**src/rtl/menu_selector_if.sv**
```systemverilog
// Menu stage bus: raw buttons and chain handshakes in, menu outputs back out.
interface menu_selector_if #(
    parameter int unsigned N_OPT = 4
);
    localparam int unsigned IDX_W = (N_OPT > 1) ? $clog2(N_OPT) : 1;

    logic             btn_next;
    logic             btn_prev;
    logic             btn_sel;
    logic             btn_cancel;
    logic             act_in;
    logic             back_in;
    logic [N_OPT-1:0] opt_onehot;
    logic [IDX_W-1:0] choice;
    logic             act_out;
    logic             cancel_out;
    logic             busy;

    modport master (
        output btn_next, btn_prev, btn_sel, btn_cancel, act_in, back_in,
        input  opt_onehot, choice, act_out, cancel_out, busy
    );

    modport slave (
        input  btn_next, btn_prev, btn_sel, btn_cancel, act_in, back_in,
        output opt_onehot, choice, act_out, cancel_out, busy
    );
endinterface

```
**src/rtl/menu_selector.sv**
```systemverilog
// Parametrised menu stage: button sync/debounce/edge detect, wrap-around browsing,
// confirm and back/cancel handshake with neighbouring stages.
// Optional feature macro: MENU_TIMEOUT_EN (BROWSE inactivity timeout).
module menu_selector #(
    parameter int unsigned N_OPT       = 4,
    parameter int unsigned DEB_CYC     = 4,
    parameter int unsigned TIMEOUT_CYC = 64
) (
    input  logic            clk,
    input  logic            reset,
    menu_selector_if.slave  bus
);
    localparam int unsigned IDX_W    = (N_OPT > 1) ? $clog2(N_OPT) : 1;
    localparam int unsigned CNT_W    = (DEB_CYC > 1) ? $clog2(DEB_CYC) : 1;
    localparam int unsigned N_BTN    = 4;
    localparam int unsigned B_NEXT   = 0;
    localparam int unsigned B_PREV   = 1;
    localparam int unsigned B_SEL    = 2;
    localparam int unsigned B_CANCEL = 3;

    // Elaboration-time guard on the supported parameter range.
    if (N_OPT < 2 || N_OPT > 16 || DEB_CYC < 1 || TIMEOUT_CYC < 1) begin : g_param_err
        $error("menu_selector: parameter out of range");
    end

    typedef enum logic [1:0] {
        ST_IDLE,
        ST_BROWSE,
        ST_CONFIRMED
    } state_t;

    logic [N_BTN-1:0] btn_raw;
    logic [N_BTN-1:0] btn_s1;
    logic [N_BTN-1:0] btn_s2;
    logic [N_BTN-1:0] btn_deb;
    logic [N_BTN-1:0] btn_evt;
    logic [CNT_W-1:0] deb_cnt [N_BTN];

    logic act_s1;
    logic act_s2;
    logic act_d;
    logic act_rise;
    logic act_fall;

    state_t           state;
    state_t           state_n;
    logic [IDX_W-1:0] idx;
    logic [IDX_W-1:0] idx_n;
    logic [IDX_W-1:0] choice_n;
    logic             cancel_n;
    logic [N_OPT-1:0] onehot_n;

`ifdef MENU_TIMEOUT_EN
    localparam int unsigned TMR_W = (TIMEOUT_CYC > 1) ? $clog2(TIMEOUT_CYC) : 1;
    logic [TMR_W-1:0] tmr;
    logic [TMR_W-1:0] tmr_n;
`endif

    assign btn_raw  = {bus.btn_cancel, bus.btn_sel, bus.btn_prev, bus.btn_next};
    assign act_rise = act_s2 & ~act_d;
    assign act_fall = ~act_s2 & act_d;

    // Synchronise and debounce the buttons; emit a 1-cycle event on each accepted press.
    always_ff @(posedge clk or posedge reset) begin
        if (reset) begin
            btn_s1  <= '0;
            btn_s2  <= '0;
            btn_deb <= '0;
            btn_evt <= '0;
            for (int i = 0; i < int'(N_BTN); i++) begin
                deb_cnt[i] <= '0;
            end
        end else begin
            btn_s1 <= btn_raw;
            btn_s2 <= btn_s1;
            for (int i = 0; i < int'(N_BTN); i++) begin
                if (btn_s2[i] != btn_deb[i]) begin
                    if (deb_cnt[i] == CNT_W'(DEB_CYC - 1)) begin
                        btn_deb[i] <= btn_s2[i];
                        btn_evt[i] <= btn_s2[i];
                        deb_cnt[i] <= '0;
                    end else begin
                        btn_evt[i] <= 1'b0;
                        deb_cnt[i] <= deb_cnt[i] + CNT_W'(1);
                    end
                end else begin
                    btn_evt[i] <= 1'b0;
                    deb_cnt[i] <= '0;
                end
            end
        end
    end

    // Synchronise act_in and keep the previous level for edge detection.
    always_ff @(posedge clk or posedge reset) begin
        if (reset) begin
            act_s1 <= 1'b0;
            act_s2 <= 1'b0;
            act_d  <= 1'b0;
        end else begin
            act_s1 <= bus.act_in;
            act_s2 <= act_s1;
            act_d  <= act_s2;
        end
    end

    // State, index and registered outputs.
    always_ff @(posedge clk or posedge reset) begin
        if (reset) begin
            state          <= ST_IDLE;
            idx            <= '0;
            bus.choice     <= '0;
            bus.opt_onehot <= '0;
            bus.act_out    <= 1'b0;
            bus.cancel_out <= 1'b0;
            bus.busy       <= 1'b0;
`ifdef MENU_TIMEOUT_EN
            tmr            <= '0;
`endif
        end else begin
            state          <= state_n;
            idx            <= idx_n;
            bus.choice     <= choice_n;
            bus.opt_onehot <= onehot_n;
            bus.act_out    <= (state_n == ST_CONFIRMED);
            bus.cancel_out <= cancel_n;
            bus.busy       <= (state_n == ST_BROWSE);
`ifdef MENU_TIMEOUT_EN
            tmr            <= tmr_n;
`endif
        end
    end

    // Next state: upstream activity first, then cancel > sel > next/prev.
    always_comb begin
        state_n  = state;
        idx_n    = idx;
        choice_n = bus.choice;
        cancel_n = 1'b0;
`ifdef MENU_TIMEOUT_EN
        tmr_n    = tmr;
`endif
        case (state)
            ST_IDLE: begin
                if (act_rise) begin
                    state_n = ST_BROWSE;
                    idx_n   = '0;
`ifdef MENU_TIMEOUT_EN
                    tmr_n   = '0;
`endif
                end
            end
            ST_BROWSE: begin
                if (act_fall) begin
                    state_n  = ST_IDLE;
                    idx_n    = '0;
                    choice_n = '0;
                end else if (act_rise) begin
                    idx_n = '0;
`ifdef MENU_TIMEOUT_EN
                    tmr_n = '0;
`endif
                end else if (btn_evt[B_CANCEL]) begin
                    state_n  = ST_IDLE;
                    idx_n    = '0;
                    choice_n = '0;
                    cancel_n = 1'b1;
                end else if (btn_evt[B_SEL]) begin
                    state_n  = ST_CONFIRMED;
                    choice_n = idx;
                end else if (btn_evt[B_NEXT] || btn_evt[B_PREV]) begin
                    if (btn_evt[B_NEXT] && !btn_evt[B_PREV]) begin
                        idx_n = (idx == IDX_W'(N_OPT - 1)) ? '0 : idx + IDX_W'(1);
                    end else if (btn_evt[B_PREV] && !btn_evt[B_NEXT]) begin
                        idx_n = (idx == '0) ? IDX_W'(N_OPT - 1) : idx - IDX_W'(1);
                    end
`ifdef MENU_TIMEOUT_EN
                    tmr_n = '0;
`endif
                end
`ifdef MENU_TIMEOUT_EN
                else if (tmr == TMR_W'(TIMEOUT_CYC - 1)) begin
                    state_n  = ST_IDLE;
                    idx_n    = '0;
                    choice_n = '0;
                    cancel_n = 1'b1;
                    tmr_n    = '0;
                end else begin
                    tmr_n = tmr + TMR_W'(1);
                end
`endif
            end
            ST_CONFIRMED: begin
                if (act_fall) begin
                    state_n  = ST_IDLE;
                    idx_n    = '0;
                    choice_n = '0;
                end else if (act_rise) begin
                    state_n = ST_BROWSE;
                    idx_n   = '0;
`ifdef MENU_TIMEOUT_EN
                    tmr_n   = '0;
`endif
                end else if (bus.back_in) begin
                    state_n = ST_BROWSE;
                    idx_n   = bus.choice;
`ifdef MENU_TIMEOUT_EN
                    tmr_n   = '0;
`endif
                end
            end
            default: begin
                state_n  = ST_IDLE;
                idx_n    = '0;
                choice_n = '0;
            end
        endcase

        if (state_n == ST_BROWSE) begin
            onehot_n = N_OPT'(1) << idx_n;
        end else if (state_n == ST_CONFIRMED) begin
            onehot_n = N_OPT'(1) << choice_n;
        end else begin
            onehot_n = '0;
        end
    end
endmodule

```
**src/flat_wrapper.sv**
```systemverilog
// flat-port wrapper written by rule: the top's interface ports become plain ports
module menu_selector_flat 
#(
    parameter int unsigned N_OPT       = 4,
    parameter int unsigned DEB_CYC     = 4,
    parameter int unsigned TIMEOUT_CYC = 64
)
  (clk, reset, bus_btn_next, bus_btn_prev, bus_btn_sel, bus_btn_cancel, bus_act_in, bus_back_in, bus_opt_onehot, bus_choice, bus_act_out, bus_cancel_out, bus_busy);
  menu_selector_if #(.N_OPT(N_OPT)) bus_i ();
  input  logic clk;
  input  logic reset;
  input wire logic [$bits(bus_i.btn_next)-1:0] bus_btn_next;
  input wire logic [$bits(bus_i.btn_prev)-1:0] bus_btn_prev;
  input wire logic [$bits(bus_i.btn_sel)-1:0] bus_btn_sel;
  input wire logic [$bits(bus_i.btn_cancel)-1:0] bus_btn_cancel;
  input wire logic [$bits(bus_i.act_in)-1:0] bus_act_in;
  input wire logic [$bits(bus_i.back_in)-1:0] bus_back_in;
  output wire logic [$bits(bus_i.opt_onehot)-1:0] bus_opt_onehot;
  output wire logic [$bits(bus_i.choice)-1:0] bus_choice;
  output wire logic [$bits(bus_i.act_out)-1:0] bus_act_out;
  output wire logic [$bits(bus_i.cancel_out)-1:0] bus_cancel_out;
  output wire logic [$bits(bus_i.busy)-1:0] bus_busy;
  assign bus_i.btn_next = bus_btn_next;
  assign bus_i.btn_prev = bus_btn_prev;
  assign bus_i.btn_sel = bus_btn_sel;
  assign bus_i.btn_cancel = bus_btn_cancel;
  assign bus_i.act_in = bus_act_in;
  assign bus_i.back_in = bus_back_in;
  assign bus_opt_onehot = bus_i.opt_onehot;
  assign bus_choice = bus_i.choice;
  assign bus_act_out = bus_i.act_out;
  assign bus_cancel_out = bus_i.cancel_out;
  assign bus_busy = bus_i.busy;
  menu_selector #(.N_OPT(N_OPT), .DEB_CYC(DEB_CYC), .TIMEOUT_CYC(TIMEOUT_CYC)) u_core (.clk(clk), .reset(reset), .bus(bus_i));
endmodule
```
**config.mk**
```make
export PLATFORM = sky130hd
export DESIGN_NAME = menu_selector_flat
export DESIGN_NICKNAME = d
export VERILOG_FILES = /design/src/rtl/menu_selector_if.sv /design/src/rtl/menu_selector.sv /design/src/flat_wrapper.sv
export SDC_FILE = /design/constraint.sdc
export NUM_CORES = 1
export LEC_CHECK = 0
export CORE_MARGIN = 5
export CORE_UTILIZATION = 45
export CTS_CLUSTER_DIAMETER = 50
export DETAILED_ROUTE_END_ITERATION = 7
export PLACE_DENSITY = 0.74
export SYNTH_ARGS = -nofsm -noshare
export SYNTH_HDL_FRONTEND = slang
export SYNTH_SLANG_ARGS = --single-unit
```
**constraint.sdc**
```tcl
create_clock -name clk -period 2.4 [get_ports clk]
set_input_delay 0.48 -clock clk [delete_from_list [all_inputs] [get_ports clk]]
set_output_delay 0.48 -clock clk [all_outputs]
set_load 0.02 [all_outputs]
```
# --- After elaboration in Yosys (flattened, before gate mapping) ---
# Index checks and enable logic that the tools add are counted.
totals:
  ff_bits: 40
  latchBits: 0
  ramBits: 0
  romBits: 0
  input_bits: 8
  out_inout_bits: 9
  elab_cells: 108
  mem_count: 0
classes:
  add_sub_neg: 6
  multipliers: 0
  div: 0
  magnitude_cmp: 0
  eq_ne: 13
  n_shift: 2
  muxes: 51
  n_bitwise: 4
  reduce_logical: 11
ops:
  columns: ["cell", "n"]
  rows:
  - ["$mux 2", 34]
  - ["$pmux 2 s3", 3]
  - ["$eq 2x2->1 const B", 7]
  - ["$mux 1", 12]
  - ["$add 2x1->2 const B", 5]
  - ["$mux 4", 2]
  - ["$reduce_and 2->1", 4]
  - ["$shl 1x2->4 const A", 2]
  - ["$eq 2x1->1 const B", 2]
  - ["$logic_not 2->1", 2]
  - ["$ne 1x1->1", 4]
  - ["$and 1x1->1", 2]
  - ["$logic_and 1x1->1", 2]
  - ["$logic_not 1->1", 2]
  - ["$not 1->1", 2]
  - ["$sub 2x1->2 const B", 1]
  - ["$logic_or 1x1->1", 1]

# --- Logic depth before layout (Yosys ltp) ---
# Gate-level depths: netlist (run 1).
depth:
  ltp_word: 12
  ltp_mapped: 8
  mapped_depth_nobuf: 8

# --- Worst setup path before layout (run 1) ---
# Ideal clock, no wire load.
synth_path:
  kind: "register -> register"
  from: "register u_core.state[1]"
  to: "register u_core.bus.opt_onehot[2]"
  setup_time_ps: 134
  t_arrival_ps: 1918
  t_required_ps: 2266
  slack_ps: 348
  stages_incl_launch_ff: 7
  n_path_buf: 1
  period_less_slack_ps: 2052
  cell_sequence: "dfrtp_1 > buf_2 > or3b_1 > o41a_1 > or4b_4 > clkinv_2 > o32ai_1"
synth_rtl:
  columns: ["element", "line_no", "text"]
  rows:
  - ["start, declared", "menu_selector.sv:45", "state_t state;"]
  - ["start signal, assigned", "menu_selector.sv:121", "state <= state_n;"]
  - ["$eq 2x2->1, or another cell as far along", "menu_selector.sv:143", "case (state)"]
  - ["$pmux 2 s3 *", "menu_selector.sv:143", null]
  - ["net u_core.idx_n[0]", "menu_selector.sv:48", "logic [IDX_W-1:0] idx_n;"]
  - ["$shl 1x2->4 *", "menu_selector.sv:220", "onehot_n = N_OPT'(1) << idx_n;"]
  - ["$mux 4 *", "menu_selector.sv:219", "if (state_n == ST_BROWSE) begin"]
  - ["net u_core.onehot_n[2]", "menu_selector.sv:51", "logic [N_OPT-1:0] onehot_n;"]
  - ["end signal, assigned", "menu_selector.sv:124", "bus.opt_onehot <= onehot_n;"]
  - ["end, declared", "menu_selector_if.sv:26", "output opt_onehot, choice, act_out, cancel_out, busy"]
# The timed path passes the listed nets; every way through them passes the cells marked *.
# A chain may end at the register's enable or synchronous reset.

# --- Final worst setup path (run 1) ---
layout_path:
  from: "register u_core.state[0]"
  to: "register u_core.bus.opt_onehot[2]"
# Same word-level chain as after synthesis.

==> impl_metrics.py, run 1 <==
metrics = {
    "sta": {
        "worst_slew_pin_slew_ns": 0.481,
        "fin_skew_ns": 0.0104,
        "finalCritPeriodShare_pct": 91.4,
        "finalSetupViolCount": 0,
        "slew_headroom_pct": 68.0,
        "finalMaxSlewViolations": 0,
        "finalWorstSetupSlack_ns": 0.207,
        "period_minus_slack_ns": 2.19,
        "max_freq_ghz": 0.456,
        "fin_tns_setup_ns": 0,
        "rsz0062_at_grt": "false",
        "hold_viol_final": 0,
    },
    "global_routing": {
        "grt_overflow_total": 0,
        "gr-usage-met1_pct": 14.3,
        "use_met3_pct": 5.02,
        "grt_max_degree": 41,
        "gr-usage-all-layers_pct": 12.8,
        "grt.met2_usage_pct": 21.5,
        "grt_pass1_vias": 1072,
        "antenna_found_initial": 0,
        "grt_busiest_layer": "met2",
        "grt_pass1_wl_um": 4920,
    },
    "pwr": {
        "power_density_mw_per_mm2": 845,
        "power_leakage_nw": 0.881,
        "vdd_drop_max_mv": 0.431,
    },
    "setup_path": {
        "cp-start-kind": "flip-flop",
        "reg2reg_slack_ns": 0.21,
        "crit_chain": "or3b_1 -> o41a_1 -> or4b_4 -> clkinv_2 -> o32ai_1",
        "crit_path_start": "u_core.state[0]",
        "crit_fanout": 9,
        "critPathBufInv": 1,
        "endpoint_kind": "flip-flop",
        "critical_path.endpoint": "u_core.bus.opt_onehot[2]",
        "cp.depth": 5,
        "crit_type": "reg2reg",
        "r2r_start": "u_core.state[0]",
        "worstPathRequired_ns": 2.62,
        "cpPeakStageDelay_ns": 0.55,
        "worstReg2RegEnd": "u_core.bus.opt_onehot[2]",
        "slowest_stage": "or4b_4",
        "worstRegToRegCells": 5,
        "cp_top_family": "simple AND/OR/NAND/NOR gates",
        "arrival_ns": 2.41,
    },
    "clock_tree": {
        "htreeDepth": 2,
        "cts_tree": "done",
        "root_buffer": "clkbuf_4",
        "cts_hold_buf": 0,
        "clock_latency_ns": 0.34,
        "cts.repair.resized": 0,
        "clockBufferDepth": 2,
        "post_cts_buffers": 0,
        "cts_buffers": 5,
        "path_clk_slew_ns": 0.11,
        "clock_sinks": 40,
    },
    "die": {
        "die_w_um": 70.2,
        "coreArea_mm2": 0.00342,
        "die_y_um": 70.2,
        "top_level_ports": 17,
        "rows": 21,
        "dieArea_mm2": 0.00493,
        "initial_core_util_pct": 47.7,
    },
    "drt": {
        "avgViaCountPerCell": 5.42,
        "drcViolationCount": 0,
        "drtIter0Drc": 125,
        "drtAntennaViolNets": 0,
        "route.vias.total": 1051,
        "wl_um": 2780,
        "wire_per_inst_um": 14.3,
        "first_pass_iters": 4,
    },
    "synth": {
        "syn-num-nets": 140,
        "synth.distinct_cells": 40,
        "async_reset_ff_share_pct": 100,
        "synth_seq_cells": 40,
        "synth_edf_count": 0,
        "synth.area.top_cells": "dfrtp_1 (61%), ha_1 (4.6%), mux2_2 (2.8%)",
        "syn_area_mm2": 0.00163,
        "yosysMostFrequentCell": "dfrtp_1",
        "avgSynthCellArea_um2": 12.9,
        "syn_inst": 126,
        "synth_ff_type": "dfrtp_1",
        "yosys-top-cells-count": "dfrtp_1 (40), inv_1 (9), ha_1 (6), nor2b_1 (6), xnor2_1 (5)",
        "synth_top_area_share_pct": 61.4,
        "seq_area_frac_synth_pct": 61.4,
        "yosys.area.top_type": "dfrtp_1",
        "ys_warn_count": 0,
    },
    "run": {
        "maxCapViolCount": 0,
    },
    "placement": {
        "post_dp_cell_area_mm2": 0.00185,
        "finalWeightedCongestion": 0.913,
        "dp_slack_ns": 0.163,
        "dp.final_hpwl_um": 2040,
        "port_buffers": 16,
    },
    "layout": {
        "final_area_mm2": 0.00191,
        "fin_util_pct": 56.0,
        "diodes": 0,
        "drive_gt1_share_pct": 10.1,
        "area_growth_pct": 17.3,
        "fin_nets": 162,
    },
    "hold_path": {
        "hold_path_class": "reg2reg",
    },
    "run_status": {
        "outcome": "finished clean",
    },
}
## worst min-delay path by stage
stage	to	startpoint	slack [ns]	depth (start not counted)
CTS	u_core.act_s2	u_core.act_s1	0.36	0
finish	u_core.btn_s2[3]	u_core.btn_s1[3]	0.36	0
floorplan	u_core.act_s2	u_core.act_s1	0.33	0
detailed placement	u_core.btn_s2[0]	u_core.btn_s1[0]	0.34	0
global route	u_core.act_s2	u_core.act_s1	0.37	0
global placement	u_core.btn_s2[0]	u_core.btn_s1[0]	0.33	0
## routing by layer
layer	wire (um)	part of all wire (%)	vias to the layer above
li1	-	-	494
met1	1150	41	531
met2	1440	52	20
met3	138	5.0	6
met4	56	2.0	0
met5	0	0	-
## sequential cells by signal (all words and copies together) (netlist names), 2 cells and up
signal,cells
u_core.btn_evt,4
u_core.bus.choice,2
u_core.deb_cnt,8
u_core.state,2
u_core.bus.opt_onehot,4
u_core.idx,2
u_core.btn_s2,4
u_core.btn_deb,4
u_core.btn_s1,4
## stage by stage
stage	total power, mW	cells	hold WS, ns
final	1.62	194	0.359
after detailed placement	1.27	187	0.340
after CTS	1.64	194	0.363
after floorplan	1.15	126	0.331
after global routing	1.73	194	0.370
after global placement	1.24	187	0.332
## report_power, final
group / internal [mW] / switching [mW]
clock network: 0.166 / 0.195
logic: 0.200 / 0.161
registers: 0.800 / 0.0925
## cells by family (layout without fill, tap and decap cells)
family | Yosys count | count (layout) | synth area share, %
AOI/OAI and AO/OA | 27 | 27 | 12.1
xor gates and xnor gates | 6 | 6 | 3.22
adders and majority gates | 6 | 6 | 4.60
buffers and inverters | 12 | 34 | 2.92
DFF | 40 | 40 | 61.4
muxes | 5 | 5 | 3.38
and+or+nand+nor | 30 | 30 | 12.4
## layout by cell type (no fill, tap or decap), types with 4 or more instances in the layout
| cell type | instances |
|---|---|
| dfrtp_1 | 40 |
| clkdlybuf4s50_1 | 16 |
| inv_1 | 9 |
| nor2b_1 | 6 |
| ha_1 | 6 |
| xnor2_1 | 5 |
| clkbuf_4 | 5 |
| o21ai_0 | 4 |
| nor3_1 | 4 |
| and3b_1 | 4 |
| mux2_2 | 4 |
## worst reg2reg max path, delay by kind of cell, from the launching register on
kind / cells / cell delay [ns]
AND/OR/NAND/NOR: 2 / 0.98
AO/OA/AOI/OAI: 2 / 0.51
flip-flops: 1 / 0.51
buffers and inverters: 1 / 0.08
## layout make-up
cell class                 instances  area [um2]
inverter                          10        38.8
multi-input combinational         74         582
clock buffer                       7        65.1
tap                               46        57.6
fill                             295        1500
sequential                        40        1000
timing repair buffer              17         168
Power figures use the tool's default switching activity.
==> run 2, diff against run 1 <==
- RECOVER_POWER: default -> 50
==> impl_metrics.py, run 2 (synthesized netlist as in run 1, its figures left out) <==
metrics = {
    "global_routing": {
        "antenna_found_initial": 0,
        "grt_max_degree": 41,
        "grt_overflow_total": 0,
        "gr-usage-all-layers_pct": 12.8,
        "grt_pass1_wl_um": 4920,
        "grt_pass1_vias": 1072,
    },
    "placement": {
        "port_buffers": 16,
        "post_dp_cell_area_mm2": 0.00185,
        "finalWeightedCongestion": 0.913,
        "place_inst": 187,
        "dp.final_hpwl_um": 2040,
    },
    "layout": {
        "largest_reg_flops": 8,
        "instances_no_fill": 194,
        "final_cell_mix": "dfrtp_1 (40), clkdlybuf4s50_1 (10), inv_1 (9)",
        "layout_commonest_cell": "dfrtp_1",
        "diodes": 0,
        "area_growth_pct": 17.1,
        "final_area_mm2": 0.00191,
        "drive_gt1_share_pct": 10.1,
        "largest_register": "u_core.deb_cnt",
        "fin_nets": 162,
    },
    "pwr": {
        "power_leakage_nw": 0.881,
        "vdd_drop_max_mv": 0.429,
        "power_density_mw_per_mm2": 845,
        "power_mw": 1.61,
    },
    "clock_tree": {
        "clock_sinks": 40,
        "clock_latency_ns": 0.34,
        "cts_hold_buf": 0,
        "cts.repair.resized": 0,
        "root_buffer": "clkbuf_4",
        "cts_tree": "done",
        "path_clk_slew_ns": 0.11,
        "cts_buffers": 5,
        "clockBufferDepth": 2,
        "htreeDepth": 2,
        "post_cts_buffers": 0,
    },
    "sta": {
        "fin_skew_ns": 0.0112,
        "rsz0062_at_grt": "false",
        "finalMaxSlewViolations": 0,
        "slew_headroom_pct": 37.8,
        "fin_tns_setup_ns": 0,
        "max_freq_ghz": 0.456,
        "hold_viol_final": 0,
        "finalSetupViolCount": 0,
        "finalCritPeriodShare_pct": 91.4,
        "worst_slew_pin_slew_ns": 0.934,
        "period_minus_slack_ns": 2.19,
    },
    "drt": {
        "wl_um": 2780,
        "avgViaCountPerCell": 5.43,
        "wire_per_inst_um": 14.3,
        "drtAntennaViolNets": 0,
        "first_pass_iters": 4,
        "drcViolationCount": 0,
        "route.vias.total": 1053,
        "drtIter0Drc": 125,
    },
    "run": {
        "maxCapViolCount": 0,
    },
    "setup_path": {
        "crit_type": "reg2reg",
        "arrival_ns": 2.41,
        "cpPeakStageDelay_ns": 0.55,
        "endpoint_kind": "flip-flop",
        "crit_chain": "or3b_1 -> o41a_1 -> or4b_4 -> clkinv_2 -> o32ai_1",
        "crit_fanout": 9,
        "cp-start-kind": "flip-flop",
        "slowest_stage": "or4b_4",
        "worstPathRequired_ns": 2.62,
    },
    "die": {
        "top_level_ports": 17,
        "die_y_um": 70.2,
        "rows": 21,
        "coreArea_mm2": 0.00342,
        "dieArea_mm2": 0.00493,
        "initial_core_util_pct": 47.7,
        "die_w_um": 70.2,
    },
    "hold_path": {
        "hold_path_class": "reg2reg",
    },
    "run_status": {
        "outcome": "finished clean",
    },
}
run 2: cell types whose count changed in the layout (fill, tap and decap cells not counted), sizes merged:
cell | previous run | this run
dlygate4sd3 | 0 | 6
clkdlybuf4s50 | 16 | 10
buf | 1 | 0
clkbuf | 7 | 8
run 2: report_power, final:
group | internal [mW] | switching, mW
sequential | 0.800 | 0.0926
combinational | 0.198 | 0.161
clock | 0.166 | 0.195
total | 1.16 | 0.449
run 2: layout make-up:
class                           count  area, um2
Clock buffer                        7       65.1
Tap cell                           46       57.6
Sequential cell                    40       1000
Inverter                           10       38.8
Fill cell                         296       1510
Timing Repair Buffer               17        165
Multi-Input combinational cell     74        582
run 2: worst max-delay path, delay by kind of cell, from the launching register on:
family / cells / cell delay [ns]
buffers and inverters: 1 / 0.08
flip-flops: 1 / 0.51
AO/OA/AOI/OAI: 2 / 0.50
AND/OR/NAND/NOR: 2 / 0.98
run 2: path summary, 6_finish.rpt:
kind                                 start                        to  slack [ns]  cells after the start
setup / recovery           u_core.state[0]  u_core.bus.opt_onehot[2]        0.21                      5
hold / removal               u_core.act_s1             u_core.act_s2        0.36                      0
setup reg to reg           u_core.state[0]  u_core.bus.opt_onehot[2]        0.21                      5
hold reg to reg              u_core.act_s1             u_core.act_s2        0.36                      0
max in group asynchronous            reset         u_core.deb_cnt[7]        0.97                      3
min in group asynchronous            reset          u_core.btn_s1[2]        0.85                      3
run 2: metrics by stage:
step | setup slack (ns) | utilization, % | hold WS, ns
floorplan | 0.348 | - | 0.331
global placement | 0.222 | 54.1 | 0.332
detailed placement | 0.163 | 54.1 | 0.340
CTS | 0.231 | 56.0 | 0.363
global route | 0.136 | 55.9 | 0.370
finish | 0.207 | 55.9 | 0.359
run 2: routing by layer:
layer	global-route usage, %	wire length, um	up-vias
li1	-	-	495
met1	14.3	1120	532
met2	21.5	1460	20
met3	5.02	140	6
met4	5.74	56	0
met5	0	0	-
